<file path="config.mk">
export PLATFORM = sky130hd
export DESIGN_NAME = branch_sequencer
export DESIGN_NICKNAME = d
export VERILOG_FILES = /design/src/rtl/branch_pkg.sv /design/src/rtl/branch_cond_eval.sv /design/src/rtl/branch_sequencer.sv
export SDC_FILE = /design/constraint.sdc
export NUM_CORES = 1
export LEC_CHECK = 0
export CORE_ASPECT_RATIO = 0.75
export CORE_MARGIN = 4
export CORE_UTILIZATION = 43
export CTS_CLUSTER_SIZE = 16
export DETAILED_ROUTE_END_ITERATION = 8
export PLACE_DENSITY = 0.95
export SETUP_SLACK_MARGIN = 0.2
export SYNTH_ARGS = -nofsm -noshare
export SYNTH_HDL_FRONTEND = slang
export SYNTH_SLANG_ARGS = --single-unit
export TNS_END_PERCENT = 5
</file>
<file path="constraint.sdc">
create_clock -name clock -period 5.19 [get_ports clock]
set_input_delay 1.038 -clock clock [delete_from_list [all_inputs] [get_ports clock]]
set_output_delay 1.038 -clock clock [all_outputs]
set_load 0.005 [all_outputs]
</file>
<file path="src/rtl/branch_pkg.sv">
// Shared definitions for the branch-class execute sequencer.
// Latency: n/a (constants, encodings and layout helpers only).
// Backpressure: n/a.
// Contents: opcodes, FSM state codes, control-word layout, pc_fs/alu_fs
// encodings, the safe control word and ARM condition codes.
package branch_pkg;

  // Opcode fields, compared against the top bits of the instruction word
  localparam logic [5:0]  OP_B     = 6'b000101;       // I[31:26]
  localparam logic [5:0]  OP_BL    = 6'b100101;       // I[31:26]
  localparam logic [7:0]  OP_BCOND = 8'b01010100;     // I[31:24]
  localparam logic [7:0]  OP_CBZ   = 8'b10110100;     // I[31:24]
  localparam logic [7:0]  OP_CBNZ  = 8'b10110101;     // I[31:24]
  localparam logic [10:0] OP_BR    = 11'b11010110000; // I[31:21]

  // FSM state codes
  localparam logic [2:0] ST_IDLE = 3'd0;
  localparam logic [2:0] ST_LINK = 3'd1;
  localparam logic [2:0] ST_TEST = 3'd2;
  localparam logic [2:0] ST_JUMP = 3'd3;
  localparam logic [2:0] ST_SKIP = 3'd4;
  localparam logic [2:0] ST_JREG = 3'd5;
  localparam logic [2:0] ST_BAD  = 3'd6;

  // Program-counter function select
  localparam logic [1:0] PC_FS_HOLD = 2'b00;
  localparam logic [1:0] PC_FS_INC  = 2'b01; // PC + 4
  localparam logic [1:0] PC_FS_REL  = 2'b10; // PC + 4*K
  localparam logic [1:0] PC_FS_BUS  = 2'b11; // load from databus

  // ALU operation in alu_fs[4:2]; alu_fs[1] inverts B, alu_fs[0] inverts A
  localparam logic [2:0] ALU_OP_AND  = 3'd0;
  localparam logic [2:0] ALU_OP_OR   = 3'd1;
  localparam logic [2:0] ALU_OP_ADD  = 3'd2;
  localparam logic [2:0] ALU_OP_XOR  = 3'd3;
  localparam logic [2:0] ALU_OP_LSL  = 3'd4;
  localparam logic [2:0] ALU_OP_LSR  = 3'd5;
  localparam logic [2:0] ALU_OP_ZERO = 3'd6;
  localparam logic [4:0] ALU_FS_PASS_A = {ALU_OP_OR, 2'b00}; // A | K, with K held at 0
  localparam logic [4:0] ALU_FS_SAFE   = 5'b11111;

  // next_state field of the control word
  localparam logic [1:0] NS_FETCH = 2'b00;
  localparam logic [1:0] NS_EXEC  = 2'b11;

  // Control-word layout, LSB first. The three register fields sit between
  // rf_w and rf_b_en, so every offset above rf_da scales with the RF width.
  localparam int CW_FIXED_W       = 18;
  localparam int CW_ALU_FS_W      = 5;
  localparam int CW_PC_FS_W       = 2;
  localparam int CW_NS_W          = 2;
  localparam int CW_NS_OFS        = 0;
  localparam int CW_STATUS_LD_OFS = 2;
  localparam int CW_PC_IS_OFS     = 3;
  localparam int CW_PC_FS_OFS     = 4;
  localparam int CW_PC_EN_OFS     = 6;
  localparam int CW_RAM_W_OFS     = 7;
  localparam int CW_RAM_EN_OFS    = 8;
  localparam int CW_RF_W_OFS      = 9;
  localparam int CW_RF_DA_OFS     = 10;

  function automatic int cw_rf_sb_ofs(input int aw);   return CW_RF_DA_OFS + aw;         endfunction
  function automatic int cw_rf_sa_ofs(input int aw);   return CW_RF_DA_OFS + 2 * aw;     endfunction
  function automatic int cw_rf_b_en_ofs(input int aw); return CW_RF_DA_OFS + 3 * aw;     endfunction
  function automatic int cw_alu_fs_ofs(input int aw);  return CW_RF_DA_OFS + 3 * aw + 1; endfunction
  function automatic int cw_alu_bs_ofs(input int aw);  return CW_RF_DA_OFS + 3 * aw + 6; endfunction
  function automatic int cw_alu_en_ofs(input int aw);  return CW_RF_DA_OFS + 3 * aw + 7; endfunction

  // Idle control word at the default 5-bit register address width
  localparam logic [32:0] SAFE_CW = {1'b0, 1'b1, ALU_FS_SAFE, 1'b0,
                                     5'd31, 5'd31, 5'd31,
                                     1'b0, 1'b0, 1'b0, 1'b0,
                                     PC_FS_HOLD, 1'b0, 1'b0, NS_FETCH};

  // ARM condition codes
  localparam logic [3:0] COND_EQ = 4'd0;
  localparam logic [3:0] COND_NE = 4'd1;
  localparam logic [3:0] COND_CS = 4'd2;
  localparam logic [3:0] COND_CC = 4'd3;
  localparam logic [3:0] COND_MI = 4'd4;
  localparam logic [3:0] COND_PL = 4'd5;
  localparam logic [3:0] COND_VS = 4'd6;
  localparam logic [3:0] COND_VC = 4'd7;
  localparam logic [3:0] COND_HI = 4'd8;
  localparam logic [3:0] COND_LS = 4'd9;
  localparam logic [3:0] COND_GE = 4'd10;
  localparam logic [3:0] COND_LT = 4'd11;
  localparam logic [3:0] COND_GT = 4'd12;
  localparam logic [3:0] COND_LE = 4'd13;
  localparam logic [3:0] COND_AL = 4'd14;
  localparam logic [3:0] COND_NV = 4'd15;

endpackage

</file>
<file path="src/rtl/branch_cond_eval.sv">
// Evaluates an ARM condition code against the stored NZCV flags.
// Latency: combinational.
// Backpressure: none.
// Ports: cond[3:0] condition code, flags[3:0] {V,C,N,Z}, taken result.
module branch_cond_eval
  import branch_pkg::*;
(
  input  logic [3:0] cond,
  input  logic [3:0] flags,
  output logic       taken
);

  logic z, n, c, v;

  always_comb begin
    z = flags[0];
    n = flags[1];
    c = flags[2];
    v = flags[3];
    taken = 1'b1;
    case (cond)
      COND_EQ: taken = z;
      COND_NE: taken = ~z;
      COND_CS: taken = c;
      COND_CC: taken = ~c;
      COND_MI: taken = n;
      COND_PL: taken = ~n;
      COND_VS: taken = v;
      COND_VC: taken = ~v;
      COND_HI: taken = c & ~z;
      COND_LS: taken = ~(c & ~z);
      COND_GE: taken = (n == v);
      COND_LT: taken = (n != v);
      COND_GT: taken = ~z & (n == v);
      COND_LE: taken = ~(~z & (n == v));
      COND_AL, COND_NV: taken = 1'b1;
      default: taken = 1'b1;
    endcase
  end

endmodule

</file>
<file path="src/rtl/branch_sequencer.sv">
// Multi-cycle execute-stage sequencer for B, BL, B.cond, CBZ, CBNZ and BR.
// Latency: start to done 1 cycle (B, B.cond, BR, illegal) or 2 cycles (BL, CBZ/CBNZ).
// Backpressure: none; start is only accepted in IDLE, requester waits for busy=0.
// Ports: clock/reset_n; start + I (instruction) + status {alu_zero,V,C,N,Z} in;
// busy, done, illegal strobes and the control word cw + constant K out.
module branch_sequencer
  import branch_pkg::*;
#(
  parameter int DATA_W   = 64,
  parameter int RF_AW    = 5,
  parameter int LINK_REG = 30,
  parameter int ZERO_REG = 31
) (
  input  logic                            clock,
  input  logic                            reset_n,
  input  logic                            start,
  input  logic [31:0]                     I,
  input  logic [4:0]                      status,
  output logic                            busy,
  output logic                            done,
  output logic                            illegal,
  output logic [CW_FIXED_W+3*RF_AW-1:0]   cw,
  output logic [DATA_W-1:0]               K
);

  localparam logic [RF_AW-1:0] ZERO_IDX = RF_AW'(ZERO_REG);
  localparam logic [RF_AW-1:0] LINK_IDX = RF_AW'(LINK_REG);

  localparam int RF_SB_OFS   = cw_rf_sb_ofs(RF_AW);
  localparam int RF_SA_OFS   = cw_rf_sa_ofs(RF_AW);
  localparam int RF_B_EN_OFS = cw_rf_b_en_ofs(RF_AW);
  localparam int ALU_FS_OFS  = cw_alu_fs_ofs(RF_AW);
  localparam int ALU_BS_OFS  = cw_alu_bs_ofs(RF_AW);
  localparam int ALU_EN_OFS  = cw_alu_en_ofs(RF_AW);

  logic [2:0]  state_q, state_d;
  logic [31:0] ir_q, ir_d;
  logic        cond_taken;

  // Condition is judged against the flags present in the start cycle
  branch_cond_eval u_cond (
    .cond  (I[3:0]),
    .flags (status[3:0]),
    .taken (cond_taken)
  );

  always_comb begin
    state_d = state_q;
    ir_d    = ir_q;
    case (state_q)
      ST_IDLE: begin
        if (start) begin
          ir_d = I;
          if (I[31:26] == OP_B)                                 state_d = ST_JUMP;
          else if (I[31:26] == OP_BL)                           state_d = ST_LINK;
          else if (I[31:24] == OP_BCOND)                        state_d = cond_taken ? ST_JUMP : ST_SKIP;
          else if (I[31:24] == OP_CBZ || I[31:24] == OP_CBNZ)   state_d = ST_TEST;
          else if (I[31:21] == OP_BR)                           state_d = ST_JREG;
          else                                                  state_d = ST_BAD;
        end
      end
      ST_LINK: state_d = ST_JUMP;
      // status[4] reflects the register read issued during this cycle
      ST_TEST: begin
        if ((ir_q[31:24] == OP_CBZ) == status[4]) state_d = ST_JUMP;
        else                                      state_d = ST_SKIP;
      end
      default: state_d = ST_IDLE;
    endcase
  end

  always_ff @(posedge clock or negedge reset_n) begin
    if (!reset_n) begin
      state_q <= ST_IDLE;
      ir_q    <= '0;
    end else begin
      state_q <= state_d;
      ir_q    <= ir_d;
    end
  end

  // Moore output decode: fields start from the safe word and each state
  // overrides only what it drives.
  logic             alu_en, alu_bs, rf_b_en, rf_w, ram_en, ram_w, pc_en, pc_is, status_ld;
  logic [4:0]       alu_fs;
  logic [RF_AW-1:0] rf_sa, rf_sb, rf_da;
  logic [1:0]       pc_fs, next_st;
  logic             imm26_form;

  always_comb begin
    alu_en     = 1'b0;
    alu_bs     = 1'b1;
    alu_fs     = ALU_FS_SAFE;
    rf_b_en    = 1'b0;
    rf_sa      = ZERO_IDX;
    rf_sb      = ZERO_IDX;
    rf_da      = ZERO_IDX;
    rf_w       = 1'b0;
    ram_en     = 1'b0;
    ram_w      = 1'b0;
    pc_en      = 1'b0;
    pc_fs      = PC_FS_HOLD;
    pc_is      = 1'b0;
    status_ld  = 1'b0;
    next_st    = NS_FETCH;
    K          = '0;
    imm26_form = (ir_q[31:26] == OP_B) || (ir_q[31:26] == OP_BL);
    case (state_q)
      // PC+4 is put on the bus and written to the link register
      ST_LINK: begin
        pc_en   = 1'b1;
        rf_da   = LINK_IDX;
        rf_w    = 1'b1;
        next_st = NS_EXEC;
      end
      ST_TEST: begin
        rf_sa   = RF_AW'(ir_q[4:0]);
        alu_fs  = ALU_FS_PASS_A;
        next_st = NS_EXEC;
      end
      ST_JUMP: begin
        pc_fs = PC_FS_REL;
        if (imm26_form) K = {{(DATA_W-26){ir_q[25]}}, ir_q[25:0]};
        else            K = {{(DATA_W-19){ir_q[23]}}, ir_q[23:5]};
      end
      ST_SKIP: pc_fs = PC_FS_INC;
      ST_JREG: begin
        rf_sa  = RF_AW'(ir_q[9:5]);
        alu_en = 1'b1;
        alu_fs = ALU_FS_PASS_A;
        pc_fs  = PC_FS_BUS;
      end
      default: ;
    endcase
  end

  always_comb begin
    cw = '0;
    cw[ALU_EN_OFS]                       = alu_en;
    cw[ALU_BS_OFS]                       = alu_bs;
    cw[ALU_FS_OFS +: CW_ALU_FS_W]        = alu_fs;
    cw[RF_B_EN_OFS]                      = rf_b_en;
    cw[RF_SA_OFS +: RF_AW]               = rf_sa;
    cw[RF_SB_OFS +: RF_AW]               = rf_sb;
    cw[CW_RF_DA_OFS +: RF_AW]            = rf_da;
    cw[CW_RF_W_OFS]                      = rf_w;
    cw[CW_RAM_EN_OFS]                    = ram_en;
    cw[CW_RAM_W_OFS]                     = ram_w;
    cw[CW_PC_EN_OFS]                     = pc_en;
    cw[CW_PC_FS_OFS +: CW_PC_FS_W]       = pc_fs;
    cw[CW_PC_IS_OFS]                     = pc_is;
    cw[CW_STATUS_LD_OFS]                 = status_ld;
    cw[CW_NS_OFS +: CW_NS_W]             = next_st;
  end

  assign busy    = (state_q != ST_IDLE);
  assign done    = (state_q == ST_JUMP) || (state_q == ST_SKIP) ||
                   (state_q == ST_JREG) || (state_q == ST_BAD);
  assign illegal = (state_q == ST_BAD);

endmodule

</file>
Word-level counts from Yosys, hierarchy flattened
Cells that the tools add are included.
{"block": "word_totals", "output_inout_bits": 100, "ff_bits": 35, "wordCells": 75, "input_bits": 40}
{"block": "op_classes", "n_eq_ne": 34, "bitwise": 8, "reduce_logical": 12, "muxes": 19}
{"op": "$mux W64", "count": 2}
{"op": "$eq A4 B4 Y1 const B", "count": 8}
{"op": "$eq A8 B8 Y1 const B", "count": 3}
{"op": "$mux W3", "count": 7}
{"op": "$eq A4 B3 Y1 const B", "count": 4}
{"op": "$pmux W1 S15", "count": 1}
{"op": "$eq A6 B3 Y1 const B", "count": 2}
{"op": "$eq A6 B6 Y1 const B", "count": 2}
{"op": "$eq A11 B11 Y1 const B", "count": 1}
{"op": "$pmux W5 S2", "count": 1}
{"op": "$eq A3 B3 Y1 const B", "count": 3}
{"op": "$pmux W3 S3", "count": 1}
{"op": "$eq A4 B2 Y1 const B", "count": 2}
{"op": "$eq A8 B7 Y1 const B", "count": 1}
{"op": "$eq A3 B2 Y1 const B", "count": 2}
{"op": "$not A1 Y1", "count": 6}
{"op": "$pmux W2 S3", "count": 1}
{"op": "$reduce_or A2 Y1", "count": 3}
{"op": "$logic_or A1 B1 Y1", "count": 5}
{"op": "$mux W5", "count": 1}
{"op": "$eq A4 B1 Y1 const B", "count": 1}
{"op": "$logic_not A4 Y1", "count": 1}
{"op": "$mux W2", "count": 2}
{"op": "$eq A3 B1 Y1 const B", "count": 1}
{"op": "8 further kinds", "count": 12}

Longest topological paths before layout
{"block": "depth", "word_depth": 10, "depth_mapped": 7, "ltp_nobuf": 5}

By module
From an unflattened synthesis, not the netlist that was laid out.
{"block": "hier_totals", "cells_unflattened": 298, "area_unflattened_um2": 2772.7}
{"module": "branch_sequencer", "seq_area_each_um2": 875.8, "cells_per_inst": 265, "n_inst": 1, "area_per_inst_um2": 2534.9}
{"module": "branch_cond_eval", "seq_area_each_um2": 0.0, "cells_per_inst": 33, "n_inst": 1, "area_per_inst_um2": 237.7}

Worst setup path after synthesis
No wires, ideal clock.
{"block": "synth_path", "path_kind": "register -> output", "from": "register ir_q[27]", "to": "output port K[26]", "arrival_ps": 2754, "path_stages_with_launch": 7, "t_required_ps": 4152, "path_buffers": 2, "setup_slack_ps": 1398, "path_cell_list": "dfrtp_1 > nand4bb_1 > nor2_2 > buf_4 > a21oi_1 > nor2_1 > buf_4"}
{"block": "synth_between", "elab_chain_len": 4, "elab_cells_between_ends": 5, "classes_between": "2 x eq/ne; 2 x mux; 1 x reduce/logical"}
{"item": "from (decl)", "line_no": "branch_sequencer.sv:37", "text": "logic [31:0] ir_q, ir_d;"}
{"item": "from (signal assigned)", "line_no": "branch_sequencer.sv:78", "text": "ir_q <= ir_d;"}
{"item": "$eq A6 B3 Y1 or $eq A6 B6 Y1 (tied branches)", "line_no": "branch_sequencer.sv:107", "text": "imm26_form = (ir_q[31:26] == OP_B) || (ir_q[31:26] == OP_BL);"}
{"item": "$logic_or A1 B1 Y1 *", "line_no": "branch_sequencer.sv:107"}
{"item": "$mux W64 *", "line_no": "branch_sequencer.sv:123", "text": "if (imm26_form) K = {{(DATA_W-26){ir_q[25]}}, ir_q[25:0]};"}
{"item": "$mux W64 *", "line_no": "branch_sequencer.sv:108", "text": "case (state_q)"}
{"item": "to (decl)", "line_no": "branch_sequencer.sv:23", "text": "output logic [DATA_W-1:0] K"}
Every way passes the cells marked *; elsewhere a longest branch is shown, timed or not.

Worst setup path in the final report
{"block": "layout_path", "from": "register ir_q[26]", "to": "output port K[35]"}
The elaborated chain is that of the path after synthesis.

==> flow_metrics.env <==
export IMPL_place_congestion=0.834
export IMPL_power_per_cell_area_nw_per_um2=416
export IMPL_via_per_inst=4.95
export IMPL_io_buffers=123
export IMPL_worstPathArrival_ns=2.62
export IMPL_cap_viol_max_count=0
export IMPL_layout_drive_gt1_share=0.145
export IMPL_grt_setup_unrepaired="false"
export IMPL_drt_iter0_drc=122
export IMPL_timing_rr_start="state_q[2]$_DFFE_PN0P_"
export IMPL_synth_top_area_cell="dfrtp_1"
export IMPL_synth_top_family_by_area="buffers and inverters"
export IMPL_synth_xor_area_frac=0.0135
export IMPL_syn_cell_area_um2=2590
export IMPL_cts_hold_buf=0
export IMPL_synth_distinct_cells=46
export IMPL_cts_repair_resized=0
export IMPL_hold_viol_final=0
export IMPL_vdd_drop_max_uv=187
export IMPL_grt_max_degree=40
export IMPL_critPathMaxFanout=39
export IMPL_die_x_um=97.6
export IMPL_synth_seq_cells=35
export IMPL_start_kind="flip-flop"
export IMPL_layout_commonest_cell="clkdlybuf4s50_1"
export IMPL_synth_edf_count=0
export IMPL_p_int_w=0.000947
export IMPL_synth_area_top_cells="dfrtp_1 (34%), buf_4 (18%), mux2_2 (13%)"
export IMPL_nets=384
export IMPL_avgRoutedWirePerCell_um=16.1
export IMPL_dp_worst_setup_slack_ns=1.81
export IMPL_num_io_pins=140
export IMPL_clock_root_buffer="clkbuf_8"
export IMPL_worstHoldStart="ir_q[30]$_DFFE_PN0P_"
export IMPL_yosys_most_used_dff="dfrtp_1"
export IMPL_skew_ns=0.00130
export IMPL_antenna_found_initial=0
export IMPL_grt_pass1_vias=2046
export IMPL_clk_path_buf_depth=2
export IMPL_clock_latency_ns=0.29
export IMPL_htreeDepth=2
export IMPL_numCtsBuffers=5
export IMPL_pwr_share_clk=0.130
export IMPL_postRouteAntennaNets=0
export IMPL_synth_compound_area_frac=0.0871
export IMPL_n_antenna_cell=0
export IMPL_p_seq_frac=0.367
export IMPL_finalSetupViolations=0
export IMPL_worstSetupPathType="reg -> out"
export IMPL_hp_class="reg -> reg"
export IMPL_syn_avg_cell_area_um2=9.65
export IMPL_setup_tns_ns=0
export IMPL_hpwlAfterDp_um=5300
export IMPL_cts_tree="yes"
export IMPL_yosys_area_share_simple=0.139
export IMPL_initial_core_util=0.444
export IMPL_syn_to_final_growth_pct=36.8
export IMPL_die_area_um2=7330
export IMPL_final_cell_mix="clkdlybuf4s50_1 (122), dfrtp_1 (35), nor2_1 (31), mux2_2 (31), mux2i_1 (18)"
export IMPL_layout_setup_ws_ns=1.53
export IMPL_worst_pin_slew_ns=0.806
export IMPL_cts_setup_buffers=0
export IMPL_sw_frac_of_total=0.357
export IMPL_startpoint="ir_q[26]$_DFFE_PN0P_"
export IMPL_p_leak_nw=1.35
export IMPL_yosysTopAreaCellShare=0.339
export IMPL_cp_end_kind="output port"
export IMPL_routed_wl_um=6810
export IMPL_synth_mux_area_frac=0.205
export IMPL_status="completed"
export IMPL_finalCritPeriodShare=0.705
export IMPL_numClockSinks=35
export IMPL_grtUsageTotal=0.178
export IMPL_drv_slew=0
export IMPL_yosysWarnings=0
export IMPL_async_flop_share=1.00
export IMPL_drc_errors=0
export IMPL_die_h_um=75.2
export IMPL_p_sw_w=0.000525
export IMPL_relSlewSlack=0.462
export IMPL_post_route_min_period_ns=3.66
export IMPL_fin_util=0.607
export IMPL_comb_power_share=0.503
export IMPL_fin_total_pwr_w=0.00147
export IMPL_cp_required_ns=4.15
export IMPL_grt_pass1_wl_um=10300
export IMPL_yosys_area_share_adder=0
export IMPL_vias=2092
export IMPL_clock_fmax_mhz=273
export IMPL_rows=24
export IMPL_synth_cells=268
export IMPL_drt_first_pass_iters=4
export IMPL_ys_seq_area_frac=0.339
export IMPL_overflow=0
export IMPL_core_um2=5830
export IMPL_clkTransAtPathRegs_ns=0.07
-- power groups by stage --
stage	clock network, W	logic (W)	registers (W)
after floorplan	0	0.000518	0.000492
after global placement	0	0.000720	0.000533
after detailed placement	0	0.000744	0.000543
after CTS	0.000196	0.000747	0.000539
after global routing	0.000208	0.000804	0.000558
final	0.000191	0.000741	0.000540
-- area by class of cell --
type                    count  area, um^2
flip-flops and latches     35         876
multi-input cells         170        1210
inverters                   6        22.5
clock inverters             1        5.00
repair buffers            126        1250
well taps                  78        97.6
clock buffers               7        76.3
fillers                   497        2290
-- per-layer routing --
layer / routed length [um] / part of all wire / vias up / GRT usage
li1: - / - / 994 / -
met1: 2820 / 0.41 / 980 / 0.221
met2: 3250 / 0.48 / 105 / 0.303
met5: 0 / 0 / - / 0
met4: 90 / 0.013 / 0 / 0.0461
met3: 651 / 0.096 / 13 / 0.0611
-- Yosys cell counts (2+ instances only) --
cell and number:
nand2b_1 5, mux2i_1 18, o21ai_0 5, nand3_1 3, buf_4 62, o22a_1 5, nor2b_1 2, conb_1 2
buf_2 2, inv_1 6, clkbuf_1 3, or2_2 2, buf_6 4, nor4_1 2, xnor2_1 3, nand2_1 8
nor2_1 32, a21oi_1 10, a21o_1 2, mux2_2 31, dfrtp_1 35, o21ai_1 2
-- critical path: stages (launching register included) --
cell,delay [ns]
dfrtp_1,0.38
nand4bb_1,0.15
nor2_2,0.04
buf_4,0.25
nor2_1,0.39
a21oi_1,0.12
nor2_2,0.10
buf_4,0.31
clkdlybuf4s50_1,0.59
-- metrics by stage --
stage / instance area, um^2 / hold WS [ns] / std cells
after floorplan: 2640 / 0.473 / 282
after global placement: 3460 / 0.482 / 415
after detailed placement: 3460 / 0.493 / 415
after CTS: 3540 / 0.509 / 423
after global routing: 3540 / 0.521 / 423
final: 3540 / 0.507 / 423
-- path summary, 6_finish.rpt --
path / end / slack (ns) / cells after the start
max reg2reg: ir_q[29]$_DFFE_PN0P_ / 3.30 / 3
min: ir_q[30]$_DFFE_PN0P_ / 0.51 / 1
min reg2reg: ir_q[30]$_DFFE_PN0P_ / 0.51 / 1
max in group asynchronous: ir_q[0]$_DFFE_PN0P_ / 3.85 / 1
max: K[35] / 1.53 / 8
min in group asynchronous: ir_q[22]$_DFFE_PN0P_ / 0.83 / 1
-- cell families (layout without fill, tap and decap cells) --
logic type / after synthesis / count (layout)
DFF: 35 / 35
AOI/OAI and AO/OA: 34 / 34
xor gates and xnor gates: 4 / 4
buffers and inverters: 77 / 140
and+or+nand+nor: 67 / 67
other: 2 / 16
muxes: 49 / 49
-- flip-flops by register name, indices dropped and copies added (netlist names) --
name and count:
ir_q 32, state_q 3
Note: power is estimated with default switching activity, not from simulation.
